===== config.mk =====
export PLATFORM = sky130hd
export DESIGN_NAME = pipe_stage_reg
export DESIGN_NICKNAME = d
export VERILOG_FILES = /design/src/rtl/pipe_pkg.sv /design/src/rtl/pipe_slot.sv /design/src/rtl/pipe_stage_reg.sv
export SDC_FILE = /design/constraint.sdc
export NUM_CORES = 1
export LEC_CHECK = 0
export CORE_ASPECT_RATIO = 0.9
export CORE_MARGIN = 2
export CORE_UTILIZATION = 50
export CTS_CLUSTER_DIAMETER = 100
export CTS_CLUSTER_SIZE = 14
export DETAILED_ROUTE_END_ITERATION = 10
export GPL_TIMING_DRIVEN = 0
export PLACE_DENSITY = 0.8
export SETUP_SLACK_MARGIN = 0.02
export SYNTH_ARGS = -nofsm -noshare
export SYNTH_HDL_FRONTEND = slang
export SYNTH_SLANG_ARGS = --single-unit

===== constraint.sdc =====
create_clock -name clk -period 2.37 [get_ports clk]
set_input_delay 0.5925 -clock clk [delete_from_list [all_inputs] [get_ports clk]]
set_output_delay 0.5925 -clock clk [all_outputs]
set_load 0.005 [all_outputs]

===== src/rtl/pipe_pkg.sv =====
// Shared definitions for the generic pipeline stage register.
// - state_t : occupancy state of a stage; the encoding equals the number of
//             entries held, so the state register drives the occupancy port.
// - OCC_W   : width of the occupancy / state encoding.
// - DATA_W_DEF / CTRL_W_DEF : default bundle widths.
package pipe_pkg;

    localparam int OCC_W      = 2;
    localparam int DATA_W_DEF = 32;
    localparam int CTRL_W_DEF = 8;

    typedef enum logic [OCC_W-1:0] {
        ST_EMPTY = 2'd0,
        ST_ONE   = 2'd1,
        ST_TWO   = 2'd2
    } state_t;

endpackage


===== src/rtl/pipe_slot.sv =====
// One storage slot of a pipeline stage: a data bundle plus a control bundle.
// Ports:
//   clk, rst_n      clock, asynchronous active-low reset
//   load            capture d_data/d_ctrl
//   clear           slot becomes invalid: control forced to zero, data zeroed
//                   only when CLR_DATA=1 (otherwise it keeps its last value)
//   d_data, d_ctrl  incoming bundles
//   q_data, q_ctrl  held bundles
// clear has priority over load.
module pipe_slot
    import pipe_pkg::*;
#(
    parameter int DATA_W   = DATA_W_DEF,
    parameter int CTRL_W   = CTRL_W_DEF,
    parameter bit CLR_DATA = 1'b0
) (
    input  logic              clk,
    input  logic              rst_n,
    input  logic              load,
    input  logic              clear,
    input  logic [DATA_W-1:0] d_data,
    input  logic [CTRL_W-1:0] d_ctrl,
    output logic [DATA_W-1:0] q_data,
    output logic [CTRL_W-1:0] q_ctrl
);

    always_ff @(posedge clk or negedge rst_n) begin
        if (!rst_n) begin
            q_data <= '0;
            q_ctrl <= '0;
        end else if (clear) begin
            // Control must never leak out of an invalid slot; data is only
            // zeroed on request to avoid needless toggling.
            q_ctrl <= '0;
            if (CLR_DATA) begin
                q_data <= '0;
            end
        end else if (load) begin
            q_data <= d_data;
            q_ctrl <= d_ctrl;
        end
    end

endmodule


===== src/rtl/pipe_stage_reg.sv =====
// Generic valid/ready pipeline stage register carrying a data bundle and a
// control bundle, with per-stage flush and an optional skid slot.
// Ports:
//   clk, rst_n           clock, asynchronous active-low reset
//   flush                kill all held entries (and any same-cycle input)
//   in_valid/in_ready    upstream handshake; in_data/in_ctrl upstream bundles
//   out_valid/out_ready  downstream handshake; out_data/out_ctrl from main slot
//   occupancy            entries held (0..1 with SKID=0, 0..2 with SKID=1)
// SKID=0: single slot, in_ready combinational (out_ready | ~out_valid).
// SKID=1: main + skid slot, in_ready registered, breaking the stall path.
module pipe_stage_reg
    import pipe_pkg::*;
#(
    parameter int DATA_W   = DATA_W_DEF,
    parameter int CTRL_W   = CTRL_W_DEF,
    parameter int SKID     = 1,
    parameter bit CLR_DATA = 1'b0
) (
    input  logic              clk,
    input  logic              rst_n,
    input  logic              flush,
    input  logic              in_valid,
    output logic              in_ready,
    input  logic [DATA_W-1:0] in_data,
    input  logic [CTRL_W-1:0] in_ctrl,
    output logic              out_valid,
    input  logic              out_ready,
    output logic [DATA_W-1:0] out_data,
    output logic [CTRL_W-1:0] out_ctrl,
    output logic [OCC_W-1:0]  occupancy
);

    state_t            state_reg;
    state_t            state_next;
    logic              out_valid_reg;
    logic              in_xfer;
    logic              out_xfer;
    logic              main_load;
    logic              main_clear;
    logic              main_from_skid;
    logic              skid_load;
    logic              skid_clear;
    logic [DATA_W-1:0] main_d_data;
    logic [CTRL_W-1:0] main_d_ctrl;
    logic [DATA_W-1:0] skid_q_data;
    logic [CTRL_W-1:0] skid_q_ctrl;

    assign in_xfer  = in_valid & in_ready;
    assign out_xfer = out_valid_reg & out_ready;

    // Shared occupancy FSM. With SKID=0 the ONE->TWO arc is unreachable
    // because in_ready in ONE implies out_ready, so one FSM serves both modes.
    always_comb begin
        state_next     = state_reg;
        main_load      = 1'b0;
        main_clear     = 1'b0;
        main_from_skid = 1'b0;
        skid_load      = 1'b0;
        skid_clear     = 1'b0;
        if (flush) begin
            // Flush beats a simultaneous input; an output transfer this
            // cycle has already been sampled downstream.
            state_next = ST_EMPTY;
            main_clear = 1'b1;
            skid_clear = 1'b1;
        end else begin
            case (state_reg)
                ST_EMPTY: begin
                    if (in_xfer) begin
                        state_next = ST_ONE;
                        main_load  = 1'b1;
                    end
                end
                ST_ONE: begin
                    if (in_xfer && out_xfer) begin
                        main_load = 1'b1;
                    end else if (in_xfer && (SKID != 0)) begin
                        state_next = ST_TWO;
                        skid_load  = 1'b1;
                    end else if (out_xfer) begin
                        state_next = ST_EMPTY;
                        main_clear = 1'b1;
                    end
                end
                ST_TWO: begin
                    // The skid entry is younger than main: promote it.
                    if (out_xfer) begin
                        state_next     = ST_ONE;
                        main_load      = 1'b1;
                        main_from_skid = 1'b1;
                        skid_clear     = 1'b1;
                    end
                end
                default: begin
                    state_next = ST_EMPTY;
                    main_clear = 1'b1;
                    skid_clear = 1'b1;
                end
            endcase
        end
    end

    always_ff @(posedge clk or negedge rst_n) begin
        if (!rst_n) begin
            state_reg     <= ST_EMPTY;
            out_valid_reg <= 1'b0;
        end else begin
            state_reg     <= state_next;
            out_valid_reg <= (state_next != ST_EMPTY);
        end
    end

    assign main_d_data = main_from_skid ? skid_q_data : in_data;
    assign main_d_ctrl = main_from_skid ? skid_q_ctrl : in_ctrl;

    pipe_slot #(
        .DATA_W   (DATA_W),
        .CTRL_W   (CTRL_W),
        .CLR_DATA (CLR_DATA)
    ) u_main (
        .clk    (clk),
        .rst_n  (rst_n),
        .load   (main_load),
        .clear  (main_clear),
        .d_data (main_d_data),
        .d_ctrl (main_d_ctrl),
        .q_data (out_data),
        .q_ctrl (out_ctrl)
    );

    generate
        if (SKID != 0) begin : g_skid
            logic in_ready_reg;

            // Registered ready: stage can accept unless it will hold two.
            always_ff @(posedge clk or negedge rst_n) begin
                if (!rst_n) begin
                    in_ready_reg <= 1'b1;
                end else begin
                    in_ready_reg <= (state_next != ST_TWO);
                end
            end

            assign in_ready = in_ready_reg;

            pipe_slot #(
                .DATA_W   (DATA_W),
                .CTRL_W   (CTRL_W),
                .CLR_DATA (CLR_DATA)
            ) u_skid (
                .clk    (clk),
                .rst_n  (rst_n),
                .load   (skid_load),
                .clear  (skid_clear),
                .d_data (in_data),
                .d_ctrl (in_ctrl),
                .q_data (skid_q_data),
                .q_ctrl (skid_q_ctrl)
            );
        end else begin : g_noskid
            assign in_ready    = out_ready | ~out_valid_reg;
            assign skid_q_data = '0;
            assign skid_q_ctrl = '0;
        end
    endgenerate

    assign out_valid = out_valid_reg;
    assign occupancy = state_reg;

endmodule


==> qor.csv, run 1 <==
stage;metric;value;unit
global_route;number of global-route vias before repair;2469;
detailed_routing;final WL;7552;µm
outcome;status;completed;
sta;Max-slew headroom;53.93;%
sta;RSZ-0062 raised after global routing;false;
yosys;mux cell area share after synthesis;33.78;%
global_route;gr usage total;19.62;%
yosys;top cells by count, synth;83 x dfrtp_1, 42 x mux2_1, 32 x mux2_4;
clock_network;Worst-Skew Late Latency;0.34;ns
sta;Final Hold Fails;0;
sta;Final Worst Setup Slack;0.1830;ns
yosys;Post-synth EDFFs;0;
global_route;initial antenna violation count;0;
critical_path;crit-path max cell delay;0.49;ns
detailed_routing;DR vias/cell;5.312;
die;total die area;0.008424;mm²
layout;post-route insts no fill;445;
die;Core ar.;0.007507;mm²
critical_path;CP Data Arrival Time;2.41;ns
global_route;wire length of the first global-routing pass;12390;µm
yosys;post-synth top area share;53.91;%
yosys;post-synthesis sequential area ratio;54.60;%
critical_path;CP cell instances;clkdlybuf4s50_1, nand2_1, nor4_4, buf_6, mux2_1, mux2_4;
placement;Place WS;-0.1779;ns
global_route;final global-route overflow total;0;
clock_network;CTS H-tree depth;3;
sta;Achievable Freq;457.2;MHz
pwr;Pwr Total;4.319;mW
sta;Slew Viols, Final;0;
critical_path;Crit path max-delay family;buffers and inverters;
yosys;Synth area leader;dfrtp_1;
clock_network;clock buffer depth;2;
flow_run;Max-Cap Viols;0;
layout;Layout Area Growth over Synthesis;31.08;%
pwr;Leakage Power;2.207;nW
detailed_routing;Vias;2364;
global_route;largest net degree at the start of global routing;47;
critical_path;startpoint types;input pin;
die;Die W;96.53;µm
yosys;Post-Syn Area per Cell;15.66;µm²
die;cell row count;30;
layout;Final Core Density;67.27;%
critical_path;slowest CP cell;clkdlybuf4s50_1;
placement;GP Congestion;0.8288;
layout;ratio of cells with drive above 1 in the final layout;28.94;%
pwr;worst vdd ir;685.3;µV
yosys;post-synthesis simple-gate area fraction;2.891;%
yosys;most common cell in the netlist;dfrtp_1;
yosys;Synthesis Warnings;0;
die;Ports;89;
critical_path;Bufs and invs on worst path;2;
critical_path;worst-case reg-to-reg path depth;5;
yosys;Net Count, Synth;291;
sta;Final period util;92.28;%
die;Starting Density;51.32;%
yosys;synthesized area;0.003852;mm²
clock_network;Post-CTS Setup Bufs;0;
yosys;Synth area leaders;dfrtp_1 54%, mux2_4 12%, mux2_1 12%, mux2_2 8.8%, a22o_1 3.6%;
detailed_routing;Routed WL per cell;16.97;µm
yosys;FF+latch count, synth;84;
yosys;Synth Area in Compound Gates;5.196;%
yosys;Synth Instances;246;
layout;Largest regs;g_skid.u_skid.q_data (32), u_main.q_data (32);
yosys;Async SR Flop Fraction;100.0;%
detailed_routing;1st-pass router iterations;4;
clock_network;CTS tree;yes;
clock_network;post_cts resized;0;
hold_path;worst min path class;in2async;
sta;clock period minus worst slack;2.187;ns
layout;diodes inserted;0;
critical_path;Stages on worst setup path;6;
die;die height;87.28;µm
clock_network;CTS clock-pin slew for the worst setup and hold paths;0.08;ns
critical_path;CP Capture Type;flip-flop;
pwr;power per cell area;855.2;mW/mm²
sta;Final Skew;0.007292;ns
clock_network;CTS Hold Bufs;0;
yosys;Synth Area in XOR/XNOR;0.2273;%
sta;Worst Max-Slew Pin Slew;0.6911;ns
sta;final setup violation count;0;
placement;Port Buffers;87;
clock_network;CTS root buf;clkbuf_8;
yosys;largest family of logic cells by synthesized area;multiplexers;
critical_path;CP Class;in2reg;
layout;fin nets;390;
detailed_routing;Routed Antenna Nets;0;
critical_path;Worst Path Max Fanout;10;
placement;post-detail-place hpwl;5193;µm
yosys;Cell variety after synth;28;
clock_network;number of CTS-inserted buffers;9;
placement;Inst Count DP;430;
clock_network;CTS Sinks;84;
critical_path;WP data required;2.60;ns
yosys;Main synth FF type;dfrtp_1;
yosys;Synth Area in Adders;0;%
detailed_routing;Initial DRC Count;34;
detailed_routing;DRC;0;
==> placed cells by master (no fill, tap or decap), types with 2 or more instances in the layout <==
| cell type | netlist | routed |
|---|---|---|
| a21oi_1 | 4 | 4 |
| clkdlybuf4s50_1 | 0 | 86 |
| nor2_1 | 4 | 4 |
| mux2_2 | 30 | 30 |
| clkinv_2 | 0 | 3 |
| a22o_1 | 16 | 16 |
| buf_2 | 5 | 5 |
| clkbuf_8 | 0 | 9 |
| buf_6 | 8 | 8 |
| dfrtp_1 | 83 | 83 |
| mux2_4 | 32 | 32 |
| nand2_1 | 3 | 3 |
| mux2_1 | 42 | 42 |
| nor4_4 | 2 | 2 |
==> kinds of logic (layout without fill, tap and decap cells) <==
| kind of cell | count (synthesis) | count (layout) |
|---|---|---|
| muxes | 105 | 105 |
| DFF | 84 | 84 |
| AOI/OAI and AO/OA | 25 | 25 |
| buffers and inverters | 16 | 119 |
| and+or+nand+nor | 15 | 15 |
| xor gates and xnor gates | 1 | 1 |
==> worst paths after layout <==
path                                          start                  endpoint  slack [ns]
setup reg to reg                       occupancy[1]         u_main.q_data[28]        0.37
hold / removal                                rst_n         u_main.q_data[19]        0.21
setup / recovery                          out_ready         u_main.q_data[28]        0.18
min in group clk           g_skid.u_skid.q_data[30]  g_skid.u_skid.q_data[30]        0.49
max in group asynchronous                     rst_n                  in_ready        1.49
hold reg to reg            g_skid.u_skid.q_data[30]  g_skid.u_skid.q_data[30]        0.49
==> metrics by stage <==
step,cell area [µm²],hold slack (ns),setup TNS (ns)
2_1_floorplan,3852,0.2969,0
3_3_place_gp,4843,0.4636,-202.61
3_5_place_dp,4868,0.4769,-7.245
4_1_cts,5050,0.2279,0
5_1_grt,5050,0.2518,0
6_report,5050,0.2120,0
==> layout make-up <==
type / instances / area [µm²]
fillers: 571 / 2457
flip-flops and latches: 84 / 2103
inverters: 2 / 7.507
repair buffers: 88 / 895.9
clock inverters: 5 / 53.80
clock buffers: 10 / 127.6
well taps: 96 / 120.1
plain buffers: 14 / 120.1
multi-input cells: 146 / 1622
==> power by group <==
part | switching, mW | leakage, nW | internal, mW
clock network | 0.488 | 0.0959 | 0.478
logic | 0.359 | 1.08 | 0.875
registers | 0.239 | 1.03 | 1.88
==> worst reg2reg max path, delay by kind of cell, from the launching register on <==
kind	cells	cell delay, ns
muxes	2	0.61
DFF	1	0.53
and+or+nand+nor	1	0.43
buffers and inverters	2	0.33
==> per-layer routing <==
metal,global-route usage [%],part of all wire [%],vias to the layer above
met5,0,0,-
met4,7.042,1.2,0
met3,4.848,6.3,8
met2,28.41,43,73
met1,28.82,49,1191
li1,-,-,1092
(Power assumes the default switching activity.)
==> run 2: changes to the inputs <==
--- a/config.mk
+++ b/config.mk
@@ -7,12 +7,12 @@
 export LEC_CHECK = 0
 export CORE_ASPECT_RATIO = 0.9
 export CORE_MARGIN = 2
-export CORE_UTILIZATION = 50
+export CORE_UTILIZATION = 45
 export CTS_CLUSTER_DIAMETER = 100
 export CTS_CLUSTER_SIZE = 14
 export DETAILED_ROUTE_END_ITERATION = 10
 export GPL_TIMING_DRIVEN = 0
-export PLACE_DENSITY = 0.8
+export PLACE_DENSITY = 0.73
 export SETUP_SLACK_MARGIN = 0.02
 export SYNTH_ARGS = -nofsm -noshare
 export SYNTH_HDL_FRONTEND = slang
==> qor.csv, run 2 (synthesized netlist as in run 1, its figures left out) <==
stage;metric;value;unit
die;die height;91.78;µm
sta;Final period util;91.06;%
global_route;gr usage total;17.52;%
pwr;Seq pwr share;45.4;%
critical_path;Stages on worst setup path;6;
outcome;status;completed;
clock_network;CTS Sinks;84;
sta;Achievable Freq;463.3;MHz
detailed_routing;Vias;2332;
detailed_routing;Routed WL per cell;16.16;µm
clock_network;CTS H-tree depth;3;
detailed_routing;Routed Antenna Nets;0;
clock_network;post_cts resized;0;
global_route;final global-route overflow total;0;
pwr;NetSw;1.093;mW
die;Starting Density;45.60;%
global_route;number of global-route vias before repair;2436;
sta;Final TNS setup;0;ns
pwr;Internal;3.561;mW
critical_path;CP cell instances;clkdlybuf4s50_1, nand2_1, nor4_4, buf_6, mux2_1, mux2_4;
global_route;largest net degree at the start of global routing;47;
hold_path;worst min path class;in2async;
pwr;power per cell area;903.1;mW/mm²
pwr;worst vdd ir;458.1;µV
die;cell row count;32;
critical_path;CP Capture Type;flip-flop;
critical_path;Bufs and invs on worst path;2;
clock_network;CTS root buf;clkbuf_8;
critical_path;crit-path max cell delay;0.49;ns
placement;post-place instance area;0.004897;mm²
global_route;initial antenna violation count;0;
layout;post-route insts no fill;469;
layout;ratio of cells with drive above 1 in the final layout;28.86;%
sta;clock period minus worst slack;2.158;ns
critical_path;slowest CP cell;clkdlybuf4s50_1;
detailed_routing;DRC;0;
layout;diodes inserted;0;
global_route;wire length of the first global-routing pass;12720;µm
critical_path;Crit path max-delay family;buffers and inverters;
flow_run;Max-Cap Viols;0;
clock_network;number of CTS-inserted buffers;9;
clock_network;clock buffer depth;2;
detailed_routing;Initial DRC Count;37;
layout;commonest non-fill, non-tap cell in the layout;clkdlybuf4s50_1;
placement;GP Congestion;0.7360;
layout;Largest regs;g_skid.u_skid.q_data (32), u_main.q_data (32);
sta;Final Skew;0.01070;ns
layout;most frequent cells in the layout;86 x clkdlybuf4s50_1, 83 x dfrtp_1, 42 x mux2_1;
critical_path;CP Data Arrival Time;2.39;ns
placement;Place WS;-0.1602;ns
layout;Layout Area Growth over Synthesis;33.78;%
die;Core ar.;0.008448;mm²
clock_network;CTS Hold Bufs;0;
critical_path;CP Class;in2reg;
sta;Slew Viols, Final;0;
sta;Final Hold Fails;0;
layout;fin nets;390;
sta;Final Worst Setup Slack;0.2118;ns
die;Die W;101.5;µm
placement;Inst Count DP;453;
layout;Final Core Density;61.00;%
sta;RSZ-0062 raised after global routing;false;
critical_path;WP data required;2.60;ns
pwr;Clk pwr share;28.1;%
placement;Port Buffers;87;
detailed_routing;DR vias/cell;4.972;
clock_network;CTS clock-pin slew for the worst setup and hold paths;0.08;ns
critical_path;worst-case reg-to-reg path depth;5;
layout;Finished Cell Area;0.005154;mm²
pwr;Leakage Power;2.238;nW
clock_network;CTS tree;yes;
sta;Max-slew headroom;50.39;%
placement;post-detail-place hpwl;5202;µm
critical_path;Worst Path Max Fanout;10;
pwr;Net Sw Frac;23.49;%
detailed_routing;final WL;7577;µm
pwr;Pwr Total;4.654;mW
sta;hold_ws;0.2131;ns
clock_network;Post-CTS Setup Bufs;0;
die;Ports;89;
sta;Worst Max-Slew Pin Slew;0.7442;ns
die;total die area;0.009318;mm²
pwr;combinational share of power;26.5;%
clock_network;Worst-Skew Late Latency;0.35;ns
sta;final setup violation count;0;
detailed_routing;1st-pass router iterations;4;
critical_path;startpoint types;input pin;
==> run 2: cell count changes in the layout (fill, tap and decap cells not counted), sizes merged <==
cell / delta
clkinv: -3
clkbuf: +1
bufinv: +3
==> run 2: final timing paths <==
| kind | start | end | slack (ns) |
|---|---|---|---|
| max in group asynchronous | rst_n | u_main.q_ctrl[7] | 1.55 |
| setup reg to reg | occupancy[1] | u_main.q_data[7] | 0.38 |
| setup / recovery | out_ready | u_main.q_data[7] | 0.21 |
| hold reg to reg | g_skid.u_skid.q_ctrl[3] | g_skid.u_skid.q_ctrl[3] | 0.50 |
| min in group clk | g_skid.u_skid.q_ctrl[3] | g_skid.u_skid.q_ctrl[3] | 0.50 |
| hold / removal | rst_n | u_main.q_data[21] | 0.21 |
==> run 2: per-layer routing <==
metal | part of all wire [%] | routed length, µm | GRT usage [%] | vias up
met3 | 5.2 | 395 | 5.488 | 8
met2 | 46 | 3515 | 26.64 | 56
met4 | 0.92 | 70 | 4.054 | 0
met5 | 0 | 0 | 0 | -
li1 | - | - | - | 1092
met1 | 47 | 3595 | 24.53 | 1176
==> run 2: layout make-up <==
type	count	area [µm²]
Buffer	14	120.1
Clock buffer	11	131.4
Inverter	2	7.507
Clock inverter	5	125.1
Fill cell	683	3294
Tap cell	119	148.9
Multi-Input combinational cell	146	1622
Timing Repair Buffer	88	895.9
Sequential cell	84	2103
==> run 2: worst register-to-register path: stages (launching register included) <==
cell and delay [ns]:
dfrtp_1 0.53, inv_2 0.10, nor4_4 0.41, buf_6 0.23
mux2_1 0.34, mux2_4 0.26
==> run 2: power groups by stage <==
stage          clock network, mW  registers (mW)  logic (mW)
5_1_grt                     1.41            2.18        1.33
3_5_place_dp                   0            2.14        1.25
2_1_floorplan                  0            2.10       0.645
3_3_place_gp                   0            2.12        1.21
4_1_cts                     1.34            2.12        1.25
6_report                    1.31            2.11        1.23
